`src/rtl/sram_port_initiator_pkg.sv`:
```
// rtl/sram_port_initiator_pkg.sv - shared types and helpers for the SRAM port initiator
package sram_port_initiator_pkg;

  typedef enum logic [1:0] {
    IDLE = 2'd0,
    INIT = 2'd1,
    RUN  = 2'd2
  } state_e;

  function automatic int credit_width(input int resp_depth);
    return $clog2(resp_depth + 1);
  endfunction

endpackage

```
`src/rtl/fifo_v3.sv`:
```
// rtl/fifo_v3.sv - synchronous FIFO with head-of-queue output and optional fall-through
module fifo_v3 #(
  parameter bit          FALL_THROUGH = 1'b0,
  parameter int unsigned DATA_WIDTH   = 32,
  parameter int unsigned DEPTH        = 8,
  parameter int unsigned ADDR_DEPTH   = (DEPTH > 1) ? $clog2(DEPTH) : 1
) (
  input  logic                  clk_i,
  input  logic                  rst_ni,
  input  logic                  flush_i,
  output logic                  full_o,
  output logic                  empty_o,
  input  logic [DATA_WIDTH-1:0] data_i,
  input  logic                  push_i,
  output logic [DATA_WIDTH-1:0] data_o,
  input  logic                  pop_i
);

  localparam int unsigned CntW = ADDR_DEPTH + 1;
  localparam logic [ADDR_DEPTH-1:0] LastPtr = ADDR_DEPTH'(DEPTH - 1);

  logic [DATA_WIDTH-1:0] mem_q [DEPTH];
  logic [ADDR_DEPTH-1:0] rptr_q;
  logic [ADDR_DEPTH-1:0] wptr_q;
  logic [CntW-1:0]       cnt_q;
  logic                  bypass;
  logic                  store;
  logic                  consume;

  // In fall-through mode an empty FIFO forwards a same-cycle push straight to a pop.
  assign full_o  = (cnt_q == CntW'(DEPTH));
  assign bypass  = FALL_THROUGH && (cnt_q == '0) && push_i && pop_i;
  assign empty_o = (cnt_q == '0) && !(FALL_THROUGH && push_i);
  assign data_o  = (FALL_THROUGH && (cnt_q == '0)) ? data_i : mem_q[rptr_q];
  assign store   = push_i && !full_o && !bypass;
  assign consume = pop_i && !empty_o && !bypass;

  always_ff @(posedge clk_i or negedge rst_ni) begin
    if (!rst_ni) begin
      rptr_q <= '0;
      wptr_q <= '0;
      cnt_q  <= '0;
    end else if (flush_i) begin
      rptr_q <= '0;
      wptr_q <= '0;
      cnt_q  <= '0;
    end else begin
      if (store) begin
        wptr_q <= (wptr_q == LastPtr) ? '0 : wptr_q + 1'b1;
      end
      if (consume) begin
        rptr_q <= (rptr_q == LastPtr) ? '0 : rptr_q + 1'b1;
      end
      cnt_q <= cnt_q + CntW'(store) - CntW'(consume);
    end
  end

  always_ff @(posedge clk_i) begin
    if (store) begin
      mem_q[wptr_q] <= data_i;
    end
  end

endmodule

```
`src/rtl/sram_port_initiator.sv`:
```
// rtl/sram_port_initiator.sv - valid/ready request front-end for a byte-enabled single-port SRAM
// Issues SRAM strobes, tracks reads across the macro latency and returns data under credit control.
module sram_port_initiator
  import sram_port_initiator_pkg::*;
#(
  parameter int unsigned NumWords    = 1024,
  parameter int unsigned DataWidth   = 128,
  parameter int unsigned ByteWidth   = 8,
  parameter int unsigned Latency     = 1,
  parameter int unsigned RespDepth   = 3,
  parameter bit          InitOnReset = 1'b1,
  parameter int unsigned AddrWidth   = (NumWords > 1) ? $clog2(NumWords) : 1,
  parameter int unsigned BeWidth     = (DataWidth + ByteWidth - 1) / ByteWidth
) (
  input  logic                 clk_i,
  input  logic                 rst_i,
  output logic                 init_done_o,
  input  logic                 req_valid_i,
  output logic                 req_ready_o,
  input  logic                 req_we_i,
  input  logic [AddrWidth-1:0] req_addr_i,
  input  logic [DataWidth-1:0] req_wdata_i,
  input  logic [BeWidth-1:0]   req_be_i,
  output logic                 rsp_valid_o,
  input  logic                 rsp_ready_i,
  output logic [DataWidth-1:0] rsp_rdata_o,
  output logic                 sram_req_o,
  output logic                 sram_we_o,
  output logic [AddrWidth-1:0] sram_addr_o,
  output logic [DataWidth-1:0] sram_wdata_o,
  output logic [BeWidth-1:0]   sram_be_o,
  input  logic [DataWidth-1:0] sram_rdata_i
);

  localparam int unsigned CntWidth = credit_width(RespDepth);
  localparam logic [AddrWidth-1:0] LastAddr   = AddrWidth'(NumWords - 1);
  localparam logic [CntWidth-1:0]  MaxCredits = CntWidth'(RespDepth);

  state_e               state_q;
  logic [AddrWidth-1:0] init_cnt_q;
  logic [CntWidth-1:0]  credits_q, credits_d;
  logic [Latency-1:0]   rd_pipe_q, rd_pipe_d;
  logic                 req_hs, rd_hs, rsp_hs, mature;
  logic                 fifo_full, fifo_empty, fifo_rst_n;
  logic [DataWidth-1:0] fifo_rdata;

  always_ff @(posedge clk_i or posedge rst_i) begin
    if (rst_i) begin
      state_q    <= IDLE;
      init_cnt_q <= '0;
    end else begin
      case (state_q)
        IDLE: begin
          state_q    <= InitOnReset ? INIT : RUN;
          init_cnt_q <= '0;
        end
        INIT: begin
          if (init_cnt_q == LastAddr) begin
            state_q <= RUN;
          end
          init_cnt_q <= init_cnt_q + 1'b1;
        end
        default: state_q <= RUN;
      endcase
    end
  end

  // Credits count reads accepted but not yet popped, so the FIFO can always absorb them.
  assign init_done_o = (state_q == RUN);
  assign req_ready_o = (state_q == RUN) && (credits_q < MaxCredits);
  assign req_hs      = req_valid_i && req_ready_o;
  assign rd_hs       = req_hs && !req_we_i;
  assign rsp_hs      = rsp_valid_o && rsp_ready_i;

  always_comb begin
    sram_req_o   = 1'b0;
    sram_we_o    = 1'b0;
    sram_addr_o  = '0;
    sram_wdata_o = '0;
    sram_be_o    = '0;
    if (state_q == INIT) begin
      sram_req_o  = 1'b1;
      sram_we_o   = 1'b1;
      sram_addr_o = init_cnt_q;
      sram_be_o   = '1;
    end else if (req_hs) begin
      sram_req_o   = 1'b1;
      sram_we_o    = req_we_i;
      sram_addr_o  = req_addr_i;
      sram_wdata_o = req_wdata_i;
      sram_be_o    = req_be_i;
    end
  end

  always_comb begin
    credits_d = credits_q;
    if (rd_hs && !rsp_hs) begin
      credits_d = credits_q + CntWidth'(1);
    end else if (!rd_hs && rsp_hs) begin
      credits_d = credits_q - CntWidth'(1);
    end
  end

  if (Latency == 1) begin : gen_pipe_single
    assign rd_pipe_d = rd_hs;
  end else begin : gen_pipe_multi
    assign rd_pipe_d = {rd_pipe_q[Latency-2:0], rd_hs};
  end

  assign mature = rd_pipe_q[Latency-1];

  always_ff @(posedge clk_i or posedge rst_i) begin
    if (rst_i) begin
      credits_q <= '0;
      rd_pipe_q <= '0;
    end else begin
      credits_q <= credits_d;
      rd_pipe_q <= rd_pipe_d;
    end
  end

  assign fifo_rst_n = !rst_i;

  fifo_v3 #(
    .FALL_THROUGH (1'b0),
    .DATA_WIDTH   (DataWidth),
    .DEPTH        (RespDepth)
  ) u_rsp_fifo (
    .clk_i   (clk_i),
    .rst_ni  (fifo_rst_n),
    .flush_i (1'b0),
    .full_o  (fifo_full),
    .empty_o (fifo_empty),
    .data_i  (sram_rdata_i),
    .push_i  (mature),
    .data_o  (fifo_rdata),
    .pop_i   (rsp_hs)
  );

  assign rsp_valid_o = !fifo_empty;
  assign rsp_rdata_o = fifo_empty ? '0 : fifo_rdata;

  rsp_overflow_a: assert property (@(posedge clk_i) disable iff (rst_i) !(mature && fifo_full));

endmodule
```
`config.mk`:
```
export PLATFORM = sky130hd
export DESIGN_NAME = sram_port_initiator
export DESIGN_NICKNAME = d
export VERILOG_FILES = /design/src/rtl/sram_port_initiator_pkg.sv /design/src/rtl/fifo_v3.sv /design/src/rtl/sram_port_initiator.sv
export SDC_FILE = /design/constraint.sdc
export NUM_CORES = 1
export LEC_CHECK = 0
export ABC_AREA = 1
export BUFFER_PORTS_ARGS = -buffer_cell sky130_fd_sc_hd__buf_2
export CAP_MARGIN = 25
export CORE_MARGIN = 5
export CORE_UTILIZATION = 40
export CTS_CLUSTER_SIZE = 12
export DETAILED_ROUTE_END_ITERATION = 16
export HOLD_SLACK_MARGIN = 0.15
export PLACE_DENSITY_LB_ADDON = 0.2
export REMOVE_ABC_BUFFERS = 1
export SLEW_MARGIN = 20
export SYNTH_ARGS = -nofsm -noshare
export SYNTH_HDL_FRONTEND = slang
export SYNTH_SLANG_ARGS = --single-unit
```
`constraint.sdc`:
```
create_clock -name clk_i -period 18.74 [get_ports clk_i]
set_input_delay 0 -clock clk_i [delete_from_list [all_inputs] [get_ports clk_i]]
set_output_delay 0 -clock clk_i [all_outputs]
set_load 0.03 [all_outputs]
```
; ---- After elaboration in Yosys (flattened, before gate mapping)
; Memory sizes are Yosys's and may differ from the RTL's.
; Cells that the tools add are included.
[word_totals]
ff_bits = 22
mem_bits_rw = 384
in_bits = 287
out_inout_bits = 287
wordCells = 60
n_memories = 1
[op_classes]
n_addsub = 7
n_lt_le_gt_ge = 1
eq_ne = 7
mux = 20
n_reduce_logical = 17
[memory_table]
columns = memory, words, word_bits, read_ports, rd_clocked_by_memory_dff, wr, line_no
row1 = u_rsp_fifo.mem_q, 3, 128, 1, 0, 1, fifo_v3.sv:22  ; logic [DATA_WIDTH-1:0] mem_q [DEPTH];
[ops]
columns = op, count
row1 = 128-bit two-way mux, 3
row2 = 16-bit two-way mux, 2
row3 = 10-bit two-way mux, 2
row4 = 10-bit one-hot mux with 2 select lines, 1
row5 = 10-bit by 1-bit adder with 10-bit output (second input constant), 1
row6 = 10-bit equality test (second input constant), 1
row7 = 2-bit two-way mux, 5
row8 = 1-bit logical AND, 8
row9 = 2-bit by 1-bit adder with 2-bit output (second input constant), 3
row10 = 2-bit equality test (second input constant), 3
row11 = 1-bit two-way mux, 6
row12 = 1-bit logical NOT, 5
row13 = 2-bit one-hot mux with 2 select lines, 1
row14 = 2-bit nonzero test, 2
row15 = 3-bit by 1-bit adder with 3-bit output, 1
row16 = 3-bit by 2-bit equality test with 1-bit output (second input constant), 1
row17 = 3-bit logical NOT, 1
row18 = 3-bit by 1-bit subtractor with 3-bit output, 1
row19 = 2-bit by 1-bit equality test with 1-bit output (second input constant), 1
row20 = 2-bit logical NOT, 1
row21 = 2-bit < comparator (second input constant), 1
row22 = 2-bit inequality test (second input constant), 1
row23 = 2-bit by 1-bit subtractor with 2-bit output (second input constant), 1

; ---- Depth between registers and ports, before layout
[depth]
depth_word = 8
ltp_mapped = 10
depth_no_buf = 9

; ---- By module
; From an unflattened synthesis, not the netlist that was laid out.
[unflattened]
hier_cells = 1698
hier_area_um2 = 17443.0
[by_module_without_submodules]
columns = module, instances, cells_each, area_each_um2, seq_area_each_um2
row1 = fifo_v3, 1, 992, 14253.7, 11706.2
row2 = sram_port_initiator, 1, 706, 3189.3, 375.4

; ---- Worst setup path before layout
; Ideal clock, no wire load.
[synth_timing]
path_type = reg-to-reg
startpoint = register u_rsp_fifo.cnt_q[1]
endpoint = memory u_rsp_fifo.mem_q[2][0] (netlist name) (enable)
t_arrival_ps = 6138
required_ps = 18123
slack_ps = 11986
stages_incl_launch_ff = 4
cell_sequence = dfrtp_1 -> a31oi_1 -> nand2_1 -> nor2_1
[synth_between]
elab_chain_cells = 5
[synth_lines]
columns = item, line_no
row1 = from (decl), fifo_v3.sv:25  ; logic [CntW-1:0] cnt_q;
row2 = from (signal assigned), fifo_v3.sv:54  ; cnt_q <= cnt_q + CntW'(store) - CntW'(consume);
row3 = 3-bit by 2-bit equality test with 1-bit output, fifo_v3.sv:31  ; assign full_o = (cnt_q == CntW'(DEPTH));
row4 = 1-bit logical NOT, fifo_v3.sv:35  ; assign store = push_i && !full_o && !bypass;
row5 = 1-bit logical AND, fifo_v3.sv:35
row6 = named net u_rsp_fifo.store, fifo_v3.sv:27  ; logic store;
row7 = 1-bit two-way mux, fifo_v3.sv:59  ; if (store) begin
row8 = 1-bit two-way mux (implied by the code), fifo_v3.sv:60  ; mem_q[wptr_q] <= data_i;
row9 = to (decl), fifo_v3.sv:22
; The timed path passes the listed nets, and every way through them passes these cells.

; ---- Worst setup path in the final report
[layout_timing]
startpoint = register state_q[1]
endpoint = output sram_wdata_o[15]
[layout_between]
elab_chain_cells = 5
elab_cells_between_ends = 6
[layout_lines]
columns = item, line_no
row1 = from (decl), sram_port_initiator.sv:39  ; state_e state_q;
row2 = from (signal assigned), sram_port_initiator.sv:54  ; state_q <= InitOnReset ? INIT : RUN;
row3 = 2-bit equality test, sram_port_initiator.sv:70  ; assign req_ready_o = (state_q == RUN) && (credits_q < MaxCredits);
row4 = 1-bit logical AND, sram_port_initiator.sv:70
row5 = 1-bit logical AND, sram_port_initiator.sv:71  ; assign req_hs = req_valid_i && req_ready_o;
row6 = 128-bit two-way mux, sram_port_initiator.sv:86  ; end else if (req_hs) begin
row7 = 128-bit two-way mux *, sram_port_initiator.sv:81  ; if (state_q == INIT) begin
row8 = to (decl), sram_port_initiator.sv:30  ; output logic [DataWidth-1:0] sram_wdata_o,
; Every way passes the cells marked *; elsewhere a longest branch is shown, timed or not.

==> results_dict.tcl <==
set metrics [dict create \
    outcome "finished clean" \
    hold_path_depth 2 \
    die-area_sq_um 49900 \
    clock_sinks 406 \
    cp_top_family "buffers and inverters" \
    num-fill-cells 4082 \
    drc_errors 0 \
    crit_fanout 70 \
    antenna_found_initial 25 \
    yosys.cell_count.top_type "nand2_1" \
    ys_warn_count 0 \
    async_flop_share_pct 5.42 \
    rr_worst_depth 4 \
    path_depth 8 \
    power_density_nw_per_um2 124 \
    dr.pass1.iters 5 \
    cp_num_buf_inv 4 \
    finalHoldViolations 0 \
    period_needed_ns 4.05 \
    seq_area_sq_um 12100 \
    ir_drop_uv 101 \
    htreeDepth 2 \
    grt_pass1_wl_um 95400 \
    synth_common_cells "nand2_1 (572), edfxtp_1 (384), inv_1 (285)" \
    placed_cell_area_sq_um 21400 \
    hold_path.class "in2reg" \
    fin_worst_skew_ns 0.0177 \
    insertion_delay_ns 0.56 \
    rows 78 \
    port_buffers 573 \
    place.detailed.hpwl_um 47800 \
    critPathKind "reg2out" \
    via_count 14600 \
    drt-total-wl_um 65800 \
    total_power_mw 2.99 \
    cts_buffers 42 \
    rsz0062_at_grt "false" \
    cap_violations 0 \
    synth_top_cells_by_area "edfxtp_1 (63%), nand2_1 (12%), nor2_4 (6.2%), inv_1 (5.9%), nand3_1 (4.5%)" \
    grt_pass1_vias 14400 \
    synth-seq-cells 406 \
    syn_avg_cell_area_sq_um 10.8 \
    multi_input_area_sq_um 4560 \
    synth-main-ff-cell "edfxtp_1" \
    synthCells 1688 \
    fmax_mhz 247 \
    grt_start_max_net_pins 87 \
    drive_above_1_share_pct 31.1 \
    drv_slew 0 \
    core_area_sq_um 45200 \
    clk_path_buf_depth 3 \
    crit_top_cell "buf_4" \
    yosysSeqAreaShare_pct 66.4 \
    design_area_sq_um 24100 \
    die_h_um 223 \
    grt_use_total_pct 25.4 \
    cp_cell_sequence "inv_2 > nor2_4 > and2_4 > nand2_8 > buf_4 > buf_4 > nor2_1 > buf_2" \
    nets 2672 \
    die_w_um 223 \
    detail_route.iter0.violations 994 \
    critPathSlowestCell "buf_4" \
    post-synth-top-area-fraction_pct 63.3 \
    gp_congestion 1.03 \
    required_ns 18.74 \
    setup_viol_count_final 0 \
    p_leak_nw 11.2 \
    avgViaCountPerCell 4.82 \
    synth_cell_types 25 \
    cts_setup_buffers 0 \
    syn_area_sq_um 18200 \
    arrival_ns 4.05 \
    start_util_pct 40.3 \
    num_io_pins 574 \
    root_buffer "clkbuf_16" \
    slew_headroom_pct 29.0 \
    slowest_delay_ns 0.73 \
    fin_tns_setup_ns 0 \
    start_kind "register" \
    cp-end-kind "output pin" \
    clk_pin_slew_ns 0.06 \
    period_share_pct 21.6 \
    yosys.area.top_type "edfxtp_1" \
    worst_pin_slew_ns 1.07 \
    ant_nets 0 \
    cts_tree "done" \
    syn_to_final_growth_pct 32.5 \
    wl_per_cell_um 21.8 \
    grt-ovfl-total 0 \
    synth_edf_count 384 \
]
-- path summary, 6_finish.rpt --
check | endpoint | start | slack (ns)
min in group asynchronous | init_cnt_q[5] | rst_i | 0.20
max in group asynchronous | u_rsp_fifo.rptr_q[1] | rst_i | 17.86
hold reg to reg | credits_q[1] | credits_q[1] | 0.49
setup / recovery | sram_wdata_o[15] | state_q[1] | 14.69
setup reg to reg | u_rsp_fifo.mem_q[0][97] | u_rsp_fifo.cnt_q[1] | 15.75
hold / removal | u_rsp_fifo.mem_q[2][115] | sram_rdata_i[115] | 0.19
-- stage by stage --
step           setup slack [ns]  utilization (%)  hold slack, ns  std cells
2_1_floorplan             11.99                -         -0.0108       1610
3_5_place_dp              15.33             47.4           0.202       2795
6_report                  14.69             53.4           0.186       3019
4_1_cts                   14.72             53.2           0.150       3004
5_1_grt                   14.53             53.4           0.169       3014
3_3_place_gp              15.44             47.4           0.200       2795
-- sequential cells by signal (all words and copies together) (netlist names) --
register / cells
credits_q: 2
init_cnt_q: 10
mature: 1
state_q: 2
u_rsp_fifo.cnt_q: 3
u_rsp_fifo.mem_q: 384
u_rsp_fifo.rptr_q: 2
u_rsp_fifo.wptr_q: 2
-- report_power, final --
part	internal (mW)	switching [mW]
clock	0.420	0.331
sequential	1.00	0.0228
combinational	0.319	0.897
total	1.74	1.25
-- cell type report --
class                           instances  area share (%)
Timing Repair Buffer                  726            18.3
Sequential cell                       406            50.1
Antenna cell                           13           0.135
Tap cell                              600            3.11
Inverter                              286            4.49
Clock inverter                         13           0.316
Clock buffer                           57            4.67
Multi-Input combinational cell        918            18.9
-- repair_timing --
action,in CTS,in global routing
endpoints found under the hold margin,411,0
gates resized for setup,0,0
hold buffers,139,0
-- placed cells by master (no fill, tap or decap), types with 12 or more instances in the layout --
cell type and n:
buf_2 573, nand2_1 572, edfxtp_1 384, inv_1 283, nand3_1 163, dlygate4sd3_1 139, nor2_4 103, nor2_1 45
clkbuf_16 42, dfrtp_1 21, o21ai_0 14, diode_2 13, clkbuf_1 13, buf_4 12
-- per-layer routing --
layer	global-route usage [%]	wire [um]
met4	10.2	2720
met2	43.9	33000
met1	30.6	24600
met5	0	116
met3	6.14	5380
-- kinds of logic (layout without fill, tap and decap cells) --
logic type,count (synthesis),after routing,share of synthesized area [%]
other cells,0,13,0
compound gates,18,18,0.502
simple gates,891,891,23.7
xor+xnor,4,4,0.192
fa+ha+maj,5,5,0.385
flops,406,406,66.4
buf+inv,364,1082,8.81
No activity file was read; power rests on OpenSTA's default activity.
